File: src/rtl/pulse_width_meter.sv
// Measures the high time of an asynchronous pulse in clk_Pulse cycles, with glitch
// rejection and an optional timeout. Define PULSE_METER_STATS_EN to add pulse_count.
module pulse_width_meter #(
  parameter int CNT_W       = 36,
  parameter int SYNC_STAGES = 2,
  parameter int MIN_WIDTH   = 2
) (
  input  logic             clk_Pulse,
  input  logic             rst_n,
  input  logic             PL_in,
  input  logic             arm,
  input  logic [CNT_W-1:0] max_width,
  output logic [CNT_W-1:0] width,
  output logic             width_valid,
  output logic             timeout,
  output logic             busy
`ifdef PULSE_METER_STATS_EN
  ,
  output logic [15:0]      pulse_count
`endif
);

  typedef enum logic [1:0] {IDLE, WAIT_LOW, ARMED, MEASURE} state_t;

  state_t                 state_q, state_d;
  logic [SYNC_STAGES-1:0] sync_q;
  logic                   s_d_q;
  logic [CNT_W-1:0]       cnt_q, cnt_d;
  logic [CNT_W-1:0]       limit_q, limit_d;
  logic [CNT_W-1:0]       width_q, width_d;
  logic                   valid_q, valid_d;
  logic                   tmo_q, tmo_d;
  logic                   s, rise;

  assign s    = sync_q[SYNC_STAGES-1];
  assign rise = s & ~s_d_q;

  always_ff @(posedge clk_Pulse or negedge rst_n) begin
    if (!rst_n) begin
      state_q <= IDLE;
      sync_q  <= '0;
      s_d_q   <= 1'b0;
      cnt_q   <= '0;
      limit_q <= '0;
      width_q <= '0;
      valid_q <= 1'b0;
      tmo_q   <= 1'b0;
    end else begin
      state_q <= state_d;
      sync_q  <= {sync_q[SYNC_STAGES-2:0], PL_in};
      s_d_q   <= s;
      cnt_q   <= cnt_d;
      limit_q <= limit_d;
      width_q <= width_d;
      valid_q <= valid_d;
      tmo_q   <= tmo_d;
    end
  end

  always_comb begin
    state_d = state_q;
    cnt_d   = cnt_q;
    limit_d = limit_q;
    width_d = width_q;
    valid_d = 1'b0;
    tmo_d   = 1'b0;
    case (state_q)
      IDLE: if (arm) begin
        state_d = WAIT_LOW;
        limit_d = max_width;
      end
      // a pulse already high when armed must end before we look for a rise
      WAIT_LOW: if (!s) state_d = ARMED;
      ARMED: if (rise) begin
        state_d = MEASURE;
        cnt_d   = CNT_W'(1);
      end
      MEASURE: begin
        if (s) begin
          if (limit_q != '0 && cnt_q == limit_q) begin
            width_d = limit_q;
            tmo_d   = 1'b1;
            cnt_d   = '0;
            state_d = IDLE;
          end else if (cnt_q != '1) begin
            cnt_d = cnt_q + CNT_W'(1);
          end
        end else if (cnt_q >= CNT_W'(MIN_WIDTH)) begin
          width_d = cnt_q;
          valid_d = 1'b1;
          cnt_d   = '0;
          state_d = IDLE;
        end else begin
          cnt_d   = '0;
          state_d = ARMED;
        end
      end
      default: state_d = IDLE;
    endcase
  end

  assign width       = width_q;
  assign width_valid = valid_q;
  assign timeout     = tmo_q;
  assign busy        = (state_q != IDLE);

`ifdef PULSE_METER_STATS_EN
  logic [15:0] pcnt_q;

  // counts on the same edge that raises width_valid
  always_ff @(posedge clk_Pulse or negedge rst_n) begin
    if (!rst_n)                            pcnt_q <= '0;
    else if (valid_d && pcnt_q != 16'hFFFF) pcnt_q <= pcnt_q + 16'd1;
  end

  assign pulse_count = pcnt_q;
`endif

endmodule

File: config.mk
export PLATFORM = sky130hd
export DESIGN_NAME = pulse_width_meter
export DESIGN_NICKNAME = d
export VERILOG_FILES = /design/src/rtl/pulse_width_meter.sv
export SDC_FILE = /design/constraint.sdc
export NUM_CORES = 1
export LEC_CHECK = 0
export ABC_AREA = 1
export CAP_MARGIN = 0
export CORE_ASPECT_RATIO = 2
export CORE_UTILIZATION = 23
export DETAILED_ROUTE_END_ITERATION = 8
export PLACE_DENSITY = 0.38
export SETUP_SLACK_MARGIN = 0.3
export SLEW_MARGIN = 10
export SYNTH_ARGS = -nofsm -noshare
export SYNTH_HDL_FRONTEND = slang
export SYNTH_SLANG_ARGS = --single-unit
File: constraint.sdc
create_clock -name clk_Pulse -period 3.6 [get_ports clk_Pulse]
set_input_delay 0.9 -clock clk_Pulse [delete_from_list [all_inputs] [get_ports clk_Pulse]]
set_output_delay 0.9 -clock clk_Pulse [all_outputs]
set_load 0.01 [all_outputs]
==> impl_metrics.toml, run 1 <==
[timing]
setup_violations = 0
slew_violations = 0
max_freq_mhz = 379.5
fin_crit_ns = 2.635
skew_ns = 0.01096
hold_viol = 0
tns_ns = 0
rsz0062_at_grt = "no"
worst_slew_pin_slew_ns = 0.9513
maxSlewHeadroom_pct = 36.36
fin_crit_sh_pct = 73.19

[setup_path]
r2r_end = "cnt_q[25]$_DFFE_PN0P_"
worst-r2r-setup-slack_ns = 0.97
r2r_start = "cnt_q[33]$_DFFE_PN0P_"
cp.arrival_ns = 3.02
critPathKind = "register to register"
ff2ff_path_depth = 11
worst_setup_path_end_kind = "register"
crit_fanout = 18
start_kind = "register"
crit_required_ns = 3.98

[layout]
final_cell_mix = "364 x nand2_1, 139 x nor2_1, 114 x dfrtp_1, 113 x inv_1, 77 x clkdlybuf4s50_1"
fin_nets = 1162
fill_cells = 3408
synthToLayoutAreaGrowth_pct = 24.51
layout_commonest_cell = "nand2_1"
final_layout_size_suffix_gt1_share_pct = 6.355
layout.area.seq_sq_mm = 0.002879
multi_input_area_sq_mm = 0.003527
n_antenna_cell = 0
finalInstanceArea_sq_mm = 0.008821

[place]
place.gp.congestion = 0.9676
portBuffers = 78
post-dp-hpwl_mm = 22.61
placed_area_sq_mm = 0.008209

[detailed_routing]
first_pass_iters = 5
drtIter0Drc = 386
post_drt_wl_per_cell_microns = 19.40
num_vias = 6873
viasPerCell = 4.579
drt-total-wl_mm = 29.12
drc_errors = 0
antenna_left = 0

[yosys]
yosys_register_bits = 115
ys_seq_area_share_pct = 40.62
synth_cell_types = 33
syn_nets = 1100
netlist_area_sq_mm = 0.007084
ys_warn_count = 0
synth_cells = 1058
avgSynthCellArea_sq_um = 6.696

[status]
status = "complete, no violations"

[clock_tree]
clock_path_buffers = 2
cts_sinks = 115
cts_setup_buffers = 0
clkLatencyLatePin_ns = 0.45
post_cts_resized = 0
path_clk_slew_ns = 0.06
cts-root-buf = "clkbuf_16"
cts_hold_buf = 0
cts_tree = "built"
cts-htree-levels = 4
cts_made_buffers = 17

[worst_hold_path]
hold_path_class = "primary input to async pin"

[grt]
overflow = 0
grt_pass1_wl_mm = 44.59
antenna_found_initial = 0
grtUsageTotal_pct = 19.50
first_global_vias = 7205
grt_max_degree = 63

[power_and_ir_drop]
p_leak_nw = 4.179
powerDensity_mw_per_mm2 = 680.0
p_total_mw = 5.999
ir_worst_vdd_uv = 352.8

[floorplan]
initial_core_util_pct = 23.47
dieArea_sq_mm = 0.03155
core.rowCount = 90
die_w_microns = 126.1
core-area_sq_mm = 0.03018
fp.dieH_microns = 250.2
io_pins = 79

[flow_run]
maxCapViolCount = 0
-- critical path: stages (launching register included) --
cell and delay, ns:
dfrtp_1 0.48, xnor2_1 0.51, nand2_1 0.10, nor2_1 0.22
nand3_1 0.11, nor2_1 0.12, nand2_2 0.13, nand3_1 0.09
nand2_1 0.09, nor2_4 0.50, nand2_1 0.12, nand2_1 0.08
-- worst max path at each step --
stage / startpoint / end / slack, ns
after floorplan: cnt_q[1]$_DFFE_PN0P_ / cnt_q[11]$_DFFE_PN0P_ / 1.69
after global placement: arm / limit_q[8]$_DFFE_PN0P_ / 0.73
final: cnt_q[33]$_DFFE_PN0P_ / cnt_q[25]$_DFFE_PN0P_ / 0.97
after detailed placement: arm / limit_q[8]$_DFFE_PN0P_ / 0.72
after global routing: cnt_q[33]$_DFFE_PN0P_ / cnt_q[13]$_DFFE_PN0P_ / 0.75
after CTS: cnt_q[33]$_DFFE_PN0P_ / cnt_q[25]$_DFFE_PN0P_ / 0.91
-- report_power, final --
group | switching (mW) | internal, mW | total (mW) | leakage (nW)
Sequential | 0.290 | 1.68 | 1.97 | 1.43
Clock | 0.666 | 1.12 | 1.79 | 0.285
Combinational | 1.44 | 0.800 | 2.24 | 2.47
-- sequential cells by signal, summed over array words and instances, names as in the netlist --
name,flops
cnt_q,36
limit_q,36
s_d_q,1
state_q,2
sync_q,2
timeout,1
width,36
width_valid,1
-- logic make-up (layout without fill, tap and decap cells) --
group | after synthesis | count (layout) | synth area share [%]
simple gates | 628 | 628 | 37.18
buf+inv | 168 | 243 | 9.696
flops | 115 | 115 | 40.62
compound gates | 111 | 111 | 7.877
xor+xnor | 32 | 32 | 3.956
fa+ha+maj | 2 | 2 | 0.3532
mux | 2 | 2 | 0.3179
-- metrics by stage --
step	util, %	instances	worst slack [ns]	hold WS, ns
final	29.23	1501	0.9653	0.3065
after global routing	29.23	1501	0.7461	0.2966
after CTS	29.23	1501	0.9148	0.2882
after detailed placement	27.20	1469	0.7213	0.3483
after global placement	27.20	1469	0.7324	0.3469
after floorplan	-	1058	1.687	0.3312
-- cell usage after synthesis (all sizes together) --
library cell / count / area [sq um]
xnor2: 4 / 35.03
xor2: 28 / 245.2
nor3b: 2 / 15.01
nand3: 42 / 210.2
nor3: 23 / 136.4
inv: 118 / 442.9
a21oi: 35 / 175.2
a21boi: 1 / 7.510
nor2: 144 / 563.0
nor4b: 1 / 8.760
clkinv: 1 / 3.750
nand4: 38 / 244.0
nor4: 6 / 37.54
o21ai: 75 / 375.4
nand2: 372 / 1419
clkbuf: 34 / 140.1
ha: 2 / 25.02
buf: 15 / 100.1
mux2: 2 / 22.52
dfrtp: 115 / 2878
-- routing by layer --
layer / track usage (%) / vias to the layer above / share of wire, %
li1: - / 3439 / -
met1: 19.15 / 3286 / 35
met2: 38.69 / 109 / 58
met3: 3.246 / 39 / 2.4
met4: 8.985 / 0 / 3.7
met5: 0 / - / 0
-- area by class of cell --
type,count,share of cell area [%]
inverters,119,5.064
clock buffers,20,5.177
multi-input cells,775,39.99
clock inverters,12,1.759
repair buffers,92,10.16
well taps,368,5.220
flip-flops and latches,115,32.64
Note: power is estimated with default switching activity, not from simulation.
==> run 2: changes to the inputs <==
- clock period: 3.6 -> 2.5 ns (I/O delays scaled with it)
==> impl_metrics.toml, run 2 (same netlist as run 1, synthesis figures left out) <==
[worst_hold_path]
hold_path_class = "primary input to async pin"

[power_and_ir_drop]
powerDensity_mw_per_mm2 = 966.6
pwr-share-clk_pct = 29.4
p_int_mw = 5.594
pwr-share-seq_pct = 31.0
p_comb_share_pct = 39.6
switchingPower_mw = 3.570
ir_worst_vdd_uv = 489.4
p_leak_nw = 4.521
p_total_mw = 9.164
swShare_pct = 38.96

[timing]
rsz0062_at_grt = "yes"
holdWs_ns = 0.07557
fin_crit_sh_pct = 85.04
setup_violations = 0
slew_violations = 0
hold_viol = 0
tns_ns = 0
skew_ns = 0.007460
fin_crit_ns = 2.126
layout_setup_ws_ns = 0.3741
maxSlewHeadroom_pct = 64.65
max_freq_mhz = 470.4
worst_slew_pin_slew_ns = 0.5285

[setup_path]
crit_fanout = 15
critPathKind = "register to register"
start_kind = "register"
worst_setup_path_end_kind = "register"
crit_required_ns = 2.88
cp.arrival_ns = 2.50
worst-r2r-setup-slack_ns = 0.37

[place]
pre_cts_ws_ns = 0.07602
placed_area_sq_mm = 0.008557
dp.cells = 1501
place.gp.congestion = 0.8688
portBuffers = 78
post-dp-hpwl_mm = 22.69

[grt]
gr-usage-met2_pct = 37.40
gr-usage-met1_pct = 18.96
grtUsageTotal_pct = 19.39
first_global_vias = 7214
antenna_found_initial = 0
grt_pass1_wl_mm = 44.24
grt.busiest_layer = "met2"
overflow = 0
grt_use_met3_pct = 3.332
grt_max_degree = 108

[flow_run]
maxCapViolCount = 0

[clock_tree]
cts-root-buf = "clkbuf_16"
cts_made_buffers = 17
cts_tree = "built"
cts-htree-levels = 4
clkLatencyLatePin_ns = 0.45
path_clk_slew_ns = 0.06
clock_path_buffers = 2
cts_sinks = 115

[detailed_routing]
antenna_left = 0
post_drt_wl_per_cell_microns = 19.11
drtIter0Drc = 310
num_vias = 7048
viasPerCell = 4.550
drc_errors = 0
first_pass_iters = 4
drt-total-wl_mm = 29.61

[floorplan]
die_w_microns = 126.1
dieArea_sq_mm = 0.03155
initial_core_util_pct = 23.47
core-area_sq_mm = 0.03018
core.rowCount = 90
io_pins = 79
fp.dieH_microns = 250.2

[layout]
n_antenna_cell = 0
fin_nets = 1210
final_layout_size_suffix_gt1_share_pct = 13.63
final_cell_mix = "360 x nand2_1, 131 x nor2_1, 110 x inv_1, 93 x dfrtp_1, 76 x clkdlybuf4s50_1"
synthToLayoutAreaGrowth_pct = 33.82
finalInstanceArea_sq_mm = 0.009480
layout_commonest_cell = "nand2_1"
fin_cells = 1549
utilization_pct = 31.41
fill_cells = 3372

[status]
status = "complete, no violations"
run 2: cell type report:
| type | count | area (sq um) | share of cell area [%] |
|---|---|---|---|
| Clock buffer | 20 | 456.7 | 4.817 |
| Clock inverter | 12 | 180.2 | 1.900 |
| Inverter | 119 | 446.7 | 4.712 |
| Multi-Input combinational cell | 775 | 3612 | 38.10 |
| Sequential cell | 115 | 2905 | 30.65 |
| Tap cell | 368 | 460.4 | 4.857 |
| Timing Repair Buffer | 140 | 1419 | 14.97 |
run 2: worst paths after layout:
kind                                               to            startpoint  cells after the start
worst max-delay path            cnt_q[11]$_DFFE_PN0P_  cnt_q[1]$_DFFE_PN0P_                     12
worst min-delay path            width[28]$_DFFE_PN0P_                 rst_n                      1
worst max register to register  cnt_q[11]$_DFFE_PN0P_  cnt_q[1]$_DFFE_PN0P_                     12
worst min register to register    sync_q[1]$_DFF_PN0_   sync_q[0]$_DFF_PN0_                      0
max in group asynchronous       width[17]$_DFFE_PN0P_                 rst_n                      2
min in group clk_Pulse            sync_q[1]$_DFF_PN0_   sync_q[0]$_DFF_PN0_                      0
run 2: metal layers:
| layer | wire (microns) | vias to the layer above |
|---|---|---|
| met5 | 0 | - |
| met4 | 1515 | 0 |
| met3 | 697 | 53 |
| met2 | 16740 | 104 |
| met1 | 10660 | 3354 |
| li1 | - | 3537 |
run 2: power groups by stage:
| stage | Clock, mW | Sequential, mW | Combinational (mW) |
|---|---|---|---|
| CTS | 2.75 | 2.84 | 3.59 |
| finish | 2.70 | 2.84 | 3.63 |
| global route | 2.83 | 2.92 | 3.99 |
| detailed placement | 0 | 2.86 | 3.55 |
| global placement | 0 | 2.87 | 3.51 |
| floorplan | 0 | 2.87 | 1.76 |
run 2: critical path: stages (launching register included):
cell,delay (ns)
dfrtp_2,0.44
ha_4,0.17
nand2_2,0.09
nor2_4,0.16
nand2_4,0.09
nor2_4,0.13
nand4_1,0.14
nor2_2,0.18
nand4_2,0.16
nand2_4,0.17
buf_12,0.16
nand2_1,0.06
nand2_1,0.08
run 2: what timing repair did:
item                       4_1_cts  5_1_grt
setup endpoints to repair       41       73
gates resized for setup          8       40
pin swaps                        2        6
gates cloned                     0        2
setup buffers                    4       10
hold buffers                     0        0
==> run 3: changes to the inputs <==
- CORE_UTILIZATION: 23 -> 50
- PLACE_DENSITY: 0.38 -> 0.71
==> impl_metrics.toml, run 3 (same netlist as run 1, synthesis figures left out) <==
[layout]
n_antenna_cell = 0
fin_cells = 1382
final_layout_size_suffix_gt1_share_pct = 16.35
finalInstanceArea_sq_mm = 0.009442
fill_cells = 1260
synthToLayoutAreaGrowth_pct = 33.27
fin_nets = 1223
layout_commonest_cell = "nand2_1"
final_cell_mix = "344 x nand2_1, 130 x nor2_1, 108 x inv_1, 90 x dfrtp_1, 77 x clkdlybuf4s50_1"

[detailed_routing]
antenna_left = 0
post_drt_wl_per_cell_microns = 19.39
drc_errors = 0
drtIter0Drc = 676
drt-total-wl_mm = 26.80
first_pass_iters = 6
num_vias = 7792
viasPerCell = 5.638

[clock_tree]
cts_hold_buf = 0
cts-htree-levels = 4
cts_tree = "built"
clock_path_buffers = 2
clkLatencyLatePin_ns = 0.43
path_clk_slew_ns = 0.06
cts_made_buffers = 17
cts_sinks = 115
cts-root-buf = "clkbuf_16"

[place]
pre_cts_ws_ns = 0.01239
dp.cells = 1302
post-dp-hpwl_mm = 17.99
placed_area_sq_mm = 0.008133
place.gp.congestion = 0.9890
portBuffers = 78

[setup_path]
cp.arrival_ns = 2.51
ff2ff_path_depth = 12
critPathKind = "register to register"
start_kind = "register"
crit_fanout = 9
crit_required_ns = 2.86
worst_setup_path_end_kind = "register"

[timing]
maxSlewHeadroom_pct = 33.49
holdWs_ns = 0.1350
skew_ns = 0.01085
fin_crit_sh_pct = 86.13
layout_setup_ws_ns = 0.3468
slew_violations = 0
fin_crit_ns = 2.153
worst_slew_pin_slew_ns = 0.9966
rsz0062_at_grt = "no"
tns_ns = 0
max_freq_mhz = 464.4
setup_violations = 0
hold_viol = 0

[power_and_ir_drop]
p_comb_share_pct = 40.5
pwr-share-seq_pct = 31.5
powerDensity_mw_per_mm2 = 960.0
switchingPower_mw = 3.599
p_int_mw = 5.465
p_leak_nw = 4.610
swShare_pct = 39.70
ir_worst_vdd_uv = 691.1
pwr-share-clk_pct = 28.0

[grt]
grtUsageTotal_pct = 35.82
first_global_vias = 7367
overflow = 0
antenna_found_initial = 0
grt_max_degree = 73
grt_pass1_wl_mm = 38.95

[floorplan]
dieArea_sq_mm = 0.01468
fp.dieH_microns = 170.3
core-area_sq_mm = 0.01389
die_w_microns = 86.17
core.rowCount = 61
initial_core_util_pct = 51.00
io_pins = 79

[worst_hold_path]
hold_path_class = "primary input to async pin"

[flow_run]
maxCapViolCount = 0

[status]
status = "complete, no violations"
[run 3: layout make-up]
type	count	area, sq um	area share (%)
timing repair buffer	148	1468	15.54
multi-input combinational	780	3781	40.05
sequential	115	2909	30.81
tap	189	236.5	2.505
inverter	119	446.7	4.731
clock buffer	19	442.9	4.691
clock inverter	12	157.7	1.670
[run 3: path summary, 6_finish.rpt]
kind                                      start  slack (ns)                     to
max in group asynchronous                 rst_n        1.73   cnt_q[2]$_DFFE_PN0P_
max reg2reg                cnt_q[2]$_DFFE_PN0P_        0.35  cnt_q[20]$_DFFE_PN0P_
min reg2reg                 sync_q[0]$_DFF_PN0_        0.36    sync_q[1]$_DFF_PN0_
min                                       rst_n        0.13  width[27]$_DFFE_PN0P_
max                        cnt_q[2]$_DFFE_PN0P_        0.35  cnt_q[20]$_DFFE_PN0P_
min in group clk_Pulse      sync_q[0]$_DFF_PN0_        0.36    sync_q[1]$_DFF_PN0_
[run 3: metal layers]
metal	part of all wire, %	wire length (microns)	up-vias	track usage, %
li1	-	-	3569	-
met1	34	9045	3627	38.69
met2	50	13450	426	62.35
met3	6.8	1828	170	5.432
met4	9.2	2477	0	25.94
met5	0	0	-	0
[run 3: timing repair]
item / 4_1_cts / 5_1_grt
setup buffers: 5 / 35
pin swaps: 3 / 15
gates cloned: 4 / 5
endpoints found under the setup margin: 51 / 73
resized for setup: 12 / 74
[run 3: stage by stage]
stage                     power, mW  util (%)
final                         9.064     67.97
after global routing          9.527     67.97
after CTS                     8.657     63.80
after detailed placement      5.933     58.55
after floorplan               4.620         -
after global placement        5.891     58.55
[run 3: critical path: stages (launching register included)]
cell and delay [ns]:
dfrtp_2 0.47, buf_4 0.15, nand2_2 0.07, nor2_4 0.18
nand2_4 0.09, nor2_4 0.18, nand4_1 0.14, nor2_2 0.18
nand4_4 0.17, buf_6 0.18, nand2_8 0.12, nand2_1 0.06
nand2_1 0.08
[run 3: power groups by stage]
stage	Combinational, mW	Sequential, mW	Clock, mW
6_report	3.67	2.85	2.54
4_1_cts	3.29	2.84	2.53
3_3_place_gp	3.03	2.86	0
5_1_grt	4.00	2.91	2.61
3_5_place_dp	3.06	2.87	0
2_1_floorplan	1.76	2.87	0
